**src/rtl/round_pack_mult_pkg.sv**
```systemverilog
// Shared floating-point definitions for the multiplier round/pack stage:
// default widths, exponent/NaN constants and the output status-flag record.
package round_pack_mult_pkg;

    localparam int unsigned FP_SIG_WIDTH = 23;
    localparam int unsigned FP_EX_WIDTH  = 8;

    typedef struct packed {
        logic overflow;
        logic underflow;
        logic inexact;
    } fp_flags_t;

    typedef enum logic [2:0] {
        PACK_NAN,
        PACK_INF,
        PACK_ZERO,
        PACK_UFL,
        PACK_OFL,
        PACK_NORM
    } pack_sel_e;

    function automatic int unsigned exp_bias(input int unsigned ex_w);
        return (32'd1 << (ex_w - 1)) - 32'd1;
    endfunction

    function automatic int unsigned exp_max(input int unsigned ex_w);
        return (32'd1 << ex_w) - 32'd1;
    endfunction

    function automatic int unsigned qnan_frac(input int unsigned sig_w);
        return 32'd1 << (sig_w - 1);
    endfunction

endpackage

```
**src/rtl/round_pack_mult_hca.sv**
```systemverilog
// Han-Carlson parallel-prefix adder: sum = a + b + cin, with carry out.
// Odd bit positions run a Kogge-Stone tree; even positions take one final merge.
module round_pack_mult_hca #(
    parameter int unsigned width = 24
) (
    input  logic [width-1:0] a,
    input  logic [width-1:0] b,
    input  logic             cin,
    output logic [width-1:0] sum,
    output logic             cout
);

    logic [width-1:0] p;
    logic [width-1:0] g;
    logic [width-1:0] gg;
    logic [width-1:0] pp;

    always_comb begin
        p     = a ^ b;
        g     = a & b;
        g[0]  = g[0] | (p[0] & cin);
        gg    = g;
        pp    = p;
        // Descending walk so each level reads the previous level's values in place.
        for (int unsigned d = 1; d < width; d = d * 2) begin
            for (int unsigned i = width - 1; i >= 1; i--) begin
                if ((i % 2) == 1 && i >= d) begin
                    gg[i] = gg[i] | (pp[i] & gg[i-d]);
                    pp[i] = pp[i] & pp[i-d];
                end
            end
        end
        for (int unsigned i = 2; i < width; i += 2) begin
            gg[i] = gg[i] | (pp[i] & gg[i-1]);
        end
        sum  = p ^ {gg[width-2:0], cin};
        cout = gg[width-1];
    end

endmodule

```
**src/rtl/round_pack_mult.sv**
```systemverilog
// Two-stage round-to-nearest-even and IEEE-754 pack stage behind the multiplier
// normaliser, with valid/ready flow control on both sides.
module round_pack_mult
    import round_pack_mult_pkg::*;
#(
    parameter int unsigned sig_width = FP_SIG_WIDTH,
    parameter int unsigned ex_width  = FP_EX_WIDTH
) (
    input  logic                          clk,
    input  logic                          rst_n,
    input  logic                          in_valid,
    output logic                          in_ready,
    input  logic                          in_sign,
    input  logic [sig_width-1:0]          in_mant,
    input  logic                          in_guard,
    input  logic                          in_sticky,
    input  logic [ex_width+1:0]           in_exp,
    input  logic                          in_is_nan,
    input  logic                          in_is_inf,
    input  logic                          in_is_zero,
    output logic                          out_valid,
    input  logic                          out_ready,
    output logic [ex_width+sig_width:0]   out_result,
    output logic                          out_overflow,
    output logic                          out_underflow,
    output logic                          out_inexact
);

    localparam logic signed [ex_width+1:0] EXP_MAX_S = (ex_width + 2)'(exp_max(ex_width));
    localparam logic [sig_width-1:0]       QNAN_FRAC = (sig_width)'(qnan_frac(sig_width));
    localparam logic [ex_width-1:0]        EXP_ONES  = '1;

    logic s1_adv;
    logic s2_adv;

    logic                        s1_valid;
    logic                        s1_sign;
    logic [sig_width-1:0]        s1_frac;
    logic signed [ex_width+1:0]  s1_exp;
    logic                        s1_inexact;
    logic                        s1_nan;
    logic                        s1_inf;
    logic                        s1_zero;

    logic                        s2_valid;
    logic [ex_width+sig_width:0] s2_result;
    fp_flags_t                   s2_flags;

    logic                        round_up;
    logic [sig_width:0]          mant_r;
    logic                        mant_cout_unused;
    logic                        mant_carry;
    logic [ex_width+1:0]         exp_r;
    logic                        exp_cout_unused;

    pack_sel_e                   pack_sel;
    logic [ex_width+sig_width:0] pack_result;
    fp_flags_t                   pack_flags;

    assign s2_adv   = ~s2_valid | out_ready;
    assign s1_adv   = ~s1_valid | s2_adv;
    assign in_ready = s1_adv;

    assign round_up   = in_guard & (in_sticky | in_mant[0]);
    assign mant_carry = mant_r[sig_width];

    round_pack_mult_hca #(
        .width (sig_width + 1)
    ) u_mant_inc (
        .a    ({1'b0, in_mant}),
        .b    ('0),
        .cin  (round_up),
        .sum  (mant_r),
        .cout (mant_cout_unused)
    );

    round_pack_mult_hca #(
        .width (ex_width + 2)
    ) u_exp_inc (
        .a    (in_exp),
        .b    ('0),
        .cin  (mant_carry),
        .sum  (exp_r),
        .cout (exp_cout_unused)
    );

    always_ff @(posedge clk or negedge rst_n) begin
        if (!rst_n) begin
            s1_valid   <= 1'b0;
            s1_sign    <= 1'b0;
            s1_frac    <= '0;
            s1_exp     <= '0;
            s1_inexact <= 1'b0;
            s1_nan     <= 1'b0;
            s1_inf     <= 1'b0;
            s1_zero    <= 1'b0;
        end else if (s1_adv) begin
            s1_valid <= in_valid;
            if (in_valid) begin
                s1_sign    <= in_sign;
                s1_frac    <= mant_r[sig_width-1:0];
                s1_exp     <= exp_r;
                s1_inexact <= in_guard | in_sticky;
                s1_nan     <= in_is_nan;
                s1_inf     <= in_is_inf;
                s1_zero    <= in_is_zero;
            end
        end
    end

    always_comb begin
        pack_sel = PACK_NORM;
        if (s1_nan)                   pack_sel = PACK_NAN;
        else if (s1_inf)              pack_sel = PACK_INF;
        else if (s1_zero)             pack_sel = PACK_ZERO;
        else if (s1_exp <= 0)         pack_sel = PACK_UFL;
        else if (s1_exp >= EXP_MAX_S) pack_sel = PACK_OFL;
    end

    always_comb begin
        pack_result        = {s1_sign, s1_exp[ex_width-1:0], s1_frac};
        pack_flags         = '0;
        pack_flags.inexact = s1_inexact;
        case (pack_sel)
            PACK_NAN: begin
                pack_result = {1'b0, EXP_ONES, QNAN_FRAC};
                pack_flags  = '0;
            end
            PACK_INF: begin
                pack_result = {s1_sign, EXP_ONES, {sig_width{1'b0}}};
                pack_flags  = '0;
            end
            PACK_ZERO: begin
                pack_result = {s1_sign, {(ex_width + sig_width){1'b0}}};
                pack_flags  = '0;
            end
            PACK_UFL: begin
                pack_result          = {s1_sign, {(ex_width + sig_width){1'b0}}};
                pack_flags.underflow = 1'b1;
                pack_flags.inexact   = 1'b1;
            end
            PACK_OFL: begin
                pack_result         = {s1_sign, EXP_ONES, {sig_width{1'b0}}};
                pack_flags.overflow = 1'b1;
                pack_flags.inexact  = 1'b1;
            end
            default: ;
        endcase
    end

    always_ff @(posedge clk or negedge rst_n) begin
        if (!rst_n) begin
            s2_valid  <= 1'b0;
            s2_result <= '0;
            s2_flags  <= '0;
        end else if (s2_adv) begin
            s2_valid <= s1_valid;
            if (s1_valid) begin
                s2_result <= pack_result;
                s2_flags  <= pack_flags;
            end
        end
    end

    assign out_valid     = s2_valid;
    assign out_result    = s2_result;
    assign out_overflow  = s2_flags.overflow;
    assign out_underflow = s2_flags.underflow;
    assign out_inexact   = s2_flags.inexact;

endmodule
```
**config.mk**
```make
export PLATFORM = sky130hd
export DESIGN_NAME = round_pack_mult
export DESIGN_NICKNAME = d
export VERILOG_FILES = /design/src/rtl/round_pack_mult_pkg.sv /design/src/rtl/round_pack_mult_hca.sv /design/src/rtl/round_pack_mult.sv
export SDC_FILE = /design/constraint.sdc
export NUM_CORES = 1
export LEC_CHECK = 0
export BUFFER_PORTS_ARGS = -buffer_cell sky130_fd_sc_hd__buf_2
export CORE_ASPECT_RATIO = 0.8
export CORE_MARGIN = 2
export CORE_UTILIZATION = 54
export CTS_CLUSTER_DIAMETER = 40
export DETAILED_ROUTE_END_ITERATION = 6
export PLACE_DENSITY = 0.83
export SLEW_MARGIN = 40
export SYNTH_ARGS = -nofsm -noshare
export SYNTH_HDL_FRONTEND = slang
export SYNTH_SLANG_ARGS = --single-unit
```
**constraint.sdc**
```tcl
create_clock -name clk -period 1.93 [get_ports clk]
set_input_delay 0.386 -clock clk [delete_from_list [all_inputs] [get_ports clk]]
set_output_delay 0.386 -clock clk [all_outputs]
set_load 0.02 [all_outputs]
```
Word level (Yosys, flattened, before mapping)
Cells that the tools add are included.

word-level totals
  memories kept = 0
  word-level logic and storage cells = 110
  input bits = 43
  output and inout port bits = 37
  bits in latches = 0
  bits in read-only memories = 0
  register bits = 75
  memory bits (writable) = 0

operators by class
  multiplexer cells = 9
  equal/unequal tests = 4
  $add $sub $neg = 0
  bitwise logic cells = 75
  div/mod/pow operators = 0
  shift-type cells = 0
  $mul = 0
  reduce and logical (&&, ||, !) cells = 7
  order comparisons = 2

operator list
  kind                                                                                number
  32-bit case mux with 3 select lines                                                 1
  1-bit AND                                                                           67
  23-bit by 24-bit bitwise XOR with 24-bit output                                     1
  3-bit 2-to-1 mux                                                                    4
  10-bit by 9-bit >= comparator with 1-bit output (second input constant)             1
  10-bit by 1-bit less-or-equal comparator with 1-bit output (second input constant)  1
  10-bit bitwise XOR                                                                  1
  3-bit by 2-bit == test with 1-bit output (second input constant)                    2
  2-bit OR reduction                                                                  3
  1-bit bitwise OR                                                                    4
  2-bit AND reduction                                                                 2
  3-bit by 1-bit == test with 1-bit output (second input constant)                    1
  3-bit == test (second input constant)                                               1
  3-bit zero test                                                                     1
  1-bit 2-to-1 mux                                                                    3
  3-bit OR reduction                                                                  1
  1-bit NOT                                                                           2
  1-bit case mux with 2 select lines                                                  1

Depth between registers and ports, before layout
  depth in word-level cells = 15
  depth in mapped cells = 16
  gate-level depth less buffers = 16

Cells and area by module
Synthesis repeated with hierarchy kept, for this count alone.

second synthesis, totals
  cell total of the unflattened synthesis = 373
  area total of the unflattened synthesis = 4,359.2 um^2

modules (own cells, without submodules)
  module                             seq. area each (um^2)  instances  cells each  area each (um^2)
  round_pack_mult                    1,876.8                1          209         2,910.3
  round_pack_mult_hca at u_mant_inc  0.0                    1          117         1,037.2
  round_pack_mult_hca at u_exp_inc   0.0                    1          47          411.6

Least setup slack after synthesis
No wires, ideal clock.

  path kind = in2reg
  start = input in_sticky
  end = register s1_exp[8]
  path buffers = 0
  library setup time = 0.125 ns
  stages = 15
  required time = 1.805 ns
  path slack = -1.073 ns
  data arrival time = 2.878 ns
  cells stage by stage = o21a_1 -> ha_1 -> ha_1 -> nand3_1 -> nor3_1 -> nand4_1 -> nor2_1 -> ha_1 -> ha_1 -> ha_1 -> and3_1 -> and3_1 -> and3_1 -> ha_1 -> mux2_2

between the ends
  word-level cells in the longest chain between the ends = 13

ends and longest elaborated chain
  what                                             RTL line                   RTL
  start, declared                                  round_pack_mult.sv:16      input logic in_sticky,
  1-bit bitwise OR                                 round_pack_mult.sv:64      assign round_up = in_guard & (in_sticky | in_mant[0]);
  1-bit AND                                        round_pack_mult.sv:64
  1-bit AND                                        round_pack_mult_hca.sv:21  g[0] = g[0] | (p[0] & cin);
  1-bit AND (3 in a row)                           round_pack_mult_hca.sv:28  gg[i] = gg[i] | (pp[i] & gg[i-d]);
  1-bit AND                                        round_pack_mult_hca.sv:34  gg[i] = gg[i] | (pp[i] & gg[i-1]);
  23-bit by 24-bit bitwise XOR with 24-bit output  round_pack_mult_hca.sv:36  sum = p ^ {gg[width-2:0], cin};
  1-bit AND                                        round_pack_mult_hca.sv:21
  1-bit AND (3 in a row)                           round_pack_mult_hca.sv:28
  10-bit bitwise XOR                               round_pack_mult_hca.sv:36
  net exp_r[8]                                     round_pack_mult.sv:53      logic [ex_width+1:0] exp_r;
  end signal, assigned                             round_pack_mult.sv:102     s1_exp <= exp_r;
  end, declared                                    round_pack_mult.sv:39      logic signed [ex_width+1:0] s1_exp;

The timed path passes the listed nets, and every way through them passes these cells.
A chain may end at the register's enable or synchronous reset.

Worst setup path after layout
Same ends and word-level chain as after synthesis.

==> metrics.yaml <==
outcome: "finished, violations left"
violations: "negative setup slack"
drc: 0
finClkSkew_ns: 0.00985
grt-ovfl-total: 0
drt_iter0_markers: 209
synth_top_area_frac: 0.538
syn_to_final_growth_pct: 35.2
synth-compound-area-share: 0.119
grt_pass1_wl_mm: 13.7
ioPinCount: 80
wirelength_mm: 8.75
cts_tree: "yes"
synth_top_flop_cell: "dfrtp_1"
synth_common_cells: "75 x dfrtp_1, 73 x nand2_1, 23 x mux2_2"
synth.avg_cell_area_sq_um: 11.2
syn_inst: 311
ir_drop_v: 0.000572
routedWlPerCell_um: 16.8
synthSimpleGateAreaFrac: 0.142
synth_nets: 373
ys_ff_latch: 75
cp-start-kind: "primary input"
worstPathMaxFanout: 2
ys_seq_area_frac: 0.538
fmax_mhz: 378
gp_congestion: 0.858
grt_pass1_vias: 2822
holdCritPathClass: "in -> reg"
timing.final.ws_setup_ns: -0.715
clockBufferDepth: 2
synth_top_family_by_area: "simple AND/OR/NAND/NOR gates"
crit_arrival_ns: 2.88
grt_max_degree: 39
synth_xor_area_frac: 0.0351
yosysTopAreaCell: "dfrtp_1"
hpwl_mm: 5.98
antenna_found_initial: 0
end_kind: "flip-flop"
final_max_slew_viol_count: 0
diodes: 0
reg2reg_setup_slack_ns: 0.14
period_needed_ns: 2.65
yosys-top-cells-area: "dfrtp_1 54%, nand2_1 7.8%, mux2_2 7.4%"
tightest_slew_ns: 0.514
relSlewSlack: 0.657
nets: 496
cts-htree-levels: 3
yosysMostFrequentCell: "dfrtp_1"
yosysWarnings: 0
synth-async-reset-ratio: 1.00
drive_above_1_share: 0.486
finalHoldViolCount: 0
fp-row-count: 26
cts_buffers: 9
worstSetupPathType: "in -> reg"
syn_area_sq_mm: 0.00349
clk_pin_slew_worst_paths_ns: 0.08
io_buffers: 79
tns_ns: -3.58
required_ns: 2.16
ant_nets: 0
cts_root_buffer: "clkbuf_8"
synthMuxAreaShare: 0.0771
holdWs_ns: 0.258
finalCritPeriodShare: 1.37
start_util: 0.553
synth_cell_type_count: 31
core-area_sq_mm: 0.00631
viasPerCell: 5.46
clock-sinks: 75
fillerInstances: 427
grt_setup_unrepaired: "true"
power_leakage_nw: 2.24
setup_violations: 9
die_y_um: 75.9
power.density_mw_per_mm2: 849
insertion_delay_ns: 0.35
dieWidth_um: 93.9
drt_first_pass_iters: 4
synth-adder-area-share: 0.0681
vias: 2851
grtUsageTotal: 0.250
synth_edf_count: 0
die-area_sq_mm: 0.00713
drv_cap: 0
[cells in the final DEF (no fill, tap or decap), types with 5 or more instances in the layout]
master	Yosys	layout
buf_4	0	44
o221a_2	7	7
nor2_1	11	10
xnor2_1	14	10
nand2_1	73	72
o21ai_0	19	15
dfrtp_1	75	75
ha_4	0	8
ha_1	19	9
o21ai_2	20	20
mux2_2	23	22
nand4_1	5	5
buf_2	4	75
clkbuf_8	0	10
[routing by layer]
layer	up-vias	routed length, um	track usage
met5	-	0	0
met4	0	99	0.0623
met2	97	4260	0.392
met3	8	506	0.0716
met1	1416	3880	0.346
li1	1330	-	-
[what timing repair did]
item / in CTS / in global routing
setup endpoints to repair: 9 / 11
gates resized for setup: 16 / 6
setup buffers: 6 / 3
hold buffers: 1 / 0
pin swaps: 5 / 6
endpoints found under the hold margin: 33 / 0
[cell type report]
type / count / area, sq um / area share
well taps: 84 / 105 / 0.0223
inverters: 2 / 7.51 / 0.00159
clock inverters: 5 / 77.6 / 0.0164
flip-flops and latches: 75 / 1880 / 0.398
repair buffers: 125 / 790 / 0.167
multi-input cells: 221 / 1730 / 0.366
clock buffers: 10 / 138 / 0.0292
[registers in the layout, summed over array words and instances (netlist names)]
name,count
out_result,32
out_valid,1
s1_sign,1
s1_nan,1
out_overflow,1
s1_valid,1
s1_exp,10
s1_inexact,1
s1_frac,23
out_inexact,1
s1_zero,1
s1_inf,1
out_underflow,1
[power by group]
| group | total, mW | switching [mW] | internal, mW |
|---|---|---|---|
| combinational | 0.788 | 0.435 | 0.353 |
| sequential | 1.90 | 0.136 | 1.77 |
| clock | 1.32 | 0.568 | 0.751 |
[cell families (layout without fill, tap and decap cells)]
kind of cell,count (synthesis),count (layout)
and+or+nand+nor,111,111
DFF,75,75
AOI/OAI and AO/OA,53,53
muxes,24,24
adders and majority gates,19,19
buffers and inverters,15,142
xor gates and xnor gates,14,14
[critical path: stages]
cell	delay (ns)
buf_6	0.07
o21a_1	0.12
ha_2	0.19
ha_4	0.15
nand3_4	0.07
nor3_4	0.14
nand4_1	0.13
nor2_1	0.15
ha_2	0.21
ha_4	0.13
ha_4	0.13
and3_4	0.18
and3_4	0.18
and3_4	0.19
ha_4	0.19
mux2_2	0.26
[final timing paths]
check,from,endpoint,cells past startpoint
max in group asynchronous,rst_n,out_result[9]$_DFFE_PN0P_,3
worst max-delay path,in_sticky,s1_exp[8]$_DFFE_PN0P_,16
worst min register to register,out_result[16]$_DFFE_PN0P_,out_result[16]$_DFFE_PN0P_,2
worst max register to register,s1_exp[0]$_DFFE_PN0P_,out_result[1]$_DFFE_PN0P_,4
worst min-delay path,in_valid,s1_valid$_DFFE_PN0N_,2
min in group asynchronous,rst_n,out_valid$_DFFE_PN0P_,2
[through the flow]
stage / util / cell area [sq um] / setup WS (ns) / std cells / power (mW)
after floorplan: - / 3570 / -0.863 / 311 / 2.34
after global placement: 0.682 / 4310 / -0.979 / 498 / 2.65
after detailed placement: 0.682 / 4310 / -1.12 / 498 / 2.69
after CTS: 0.738 / 4660 / -0.662 / 520 / 4.02
after global routing: 0.748 / 4720 / -0.794 / 522 / 4.20
final: 0.748 / 4720 / -0.715 / 522 / 4.01
(Power assumes the default switching activity.)
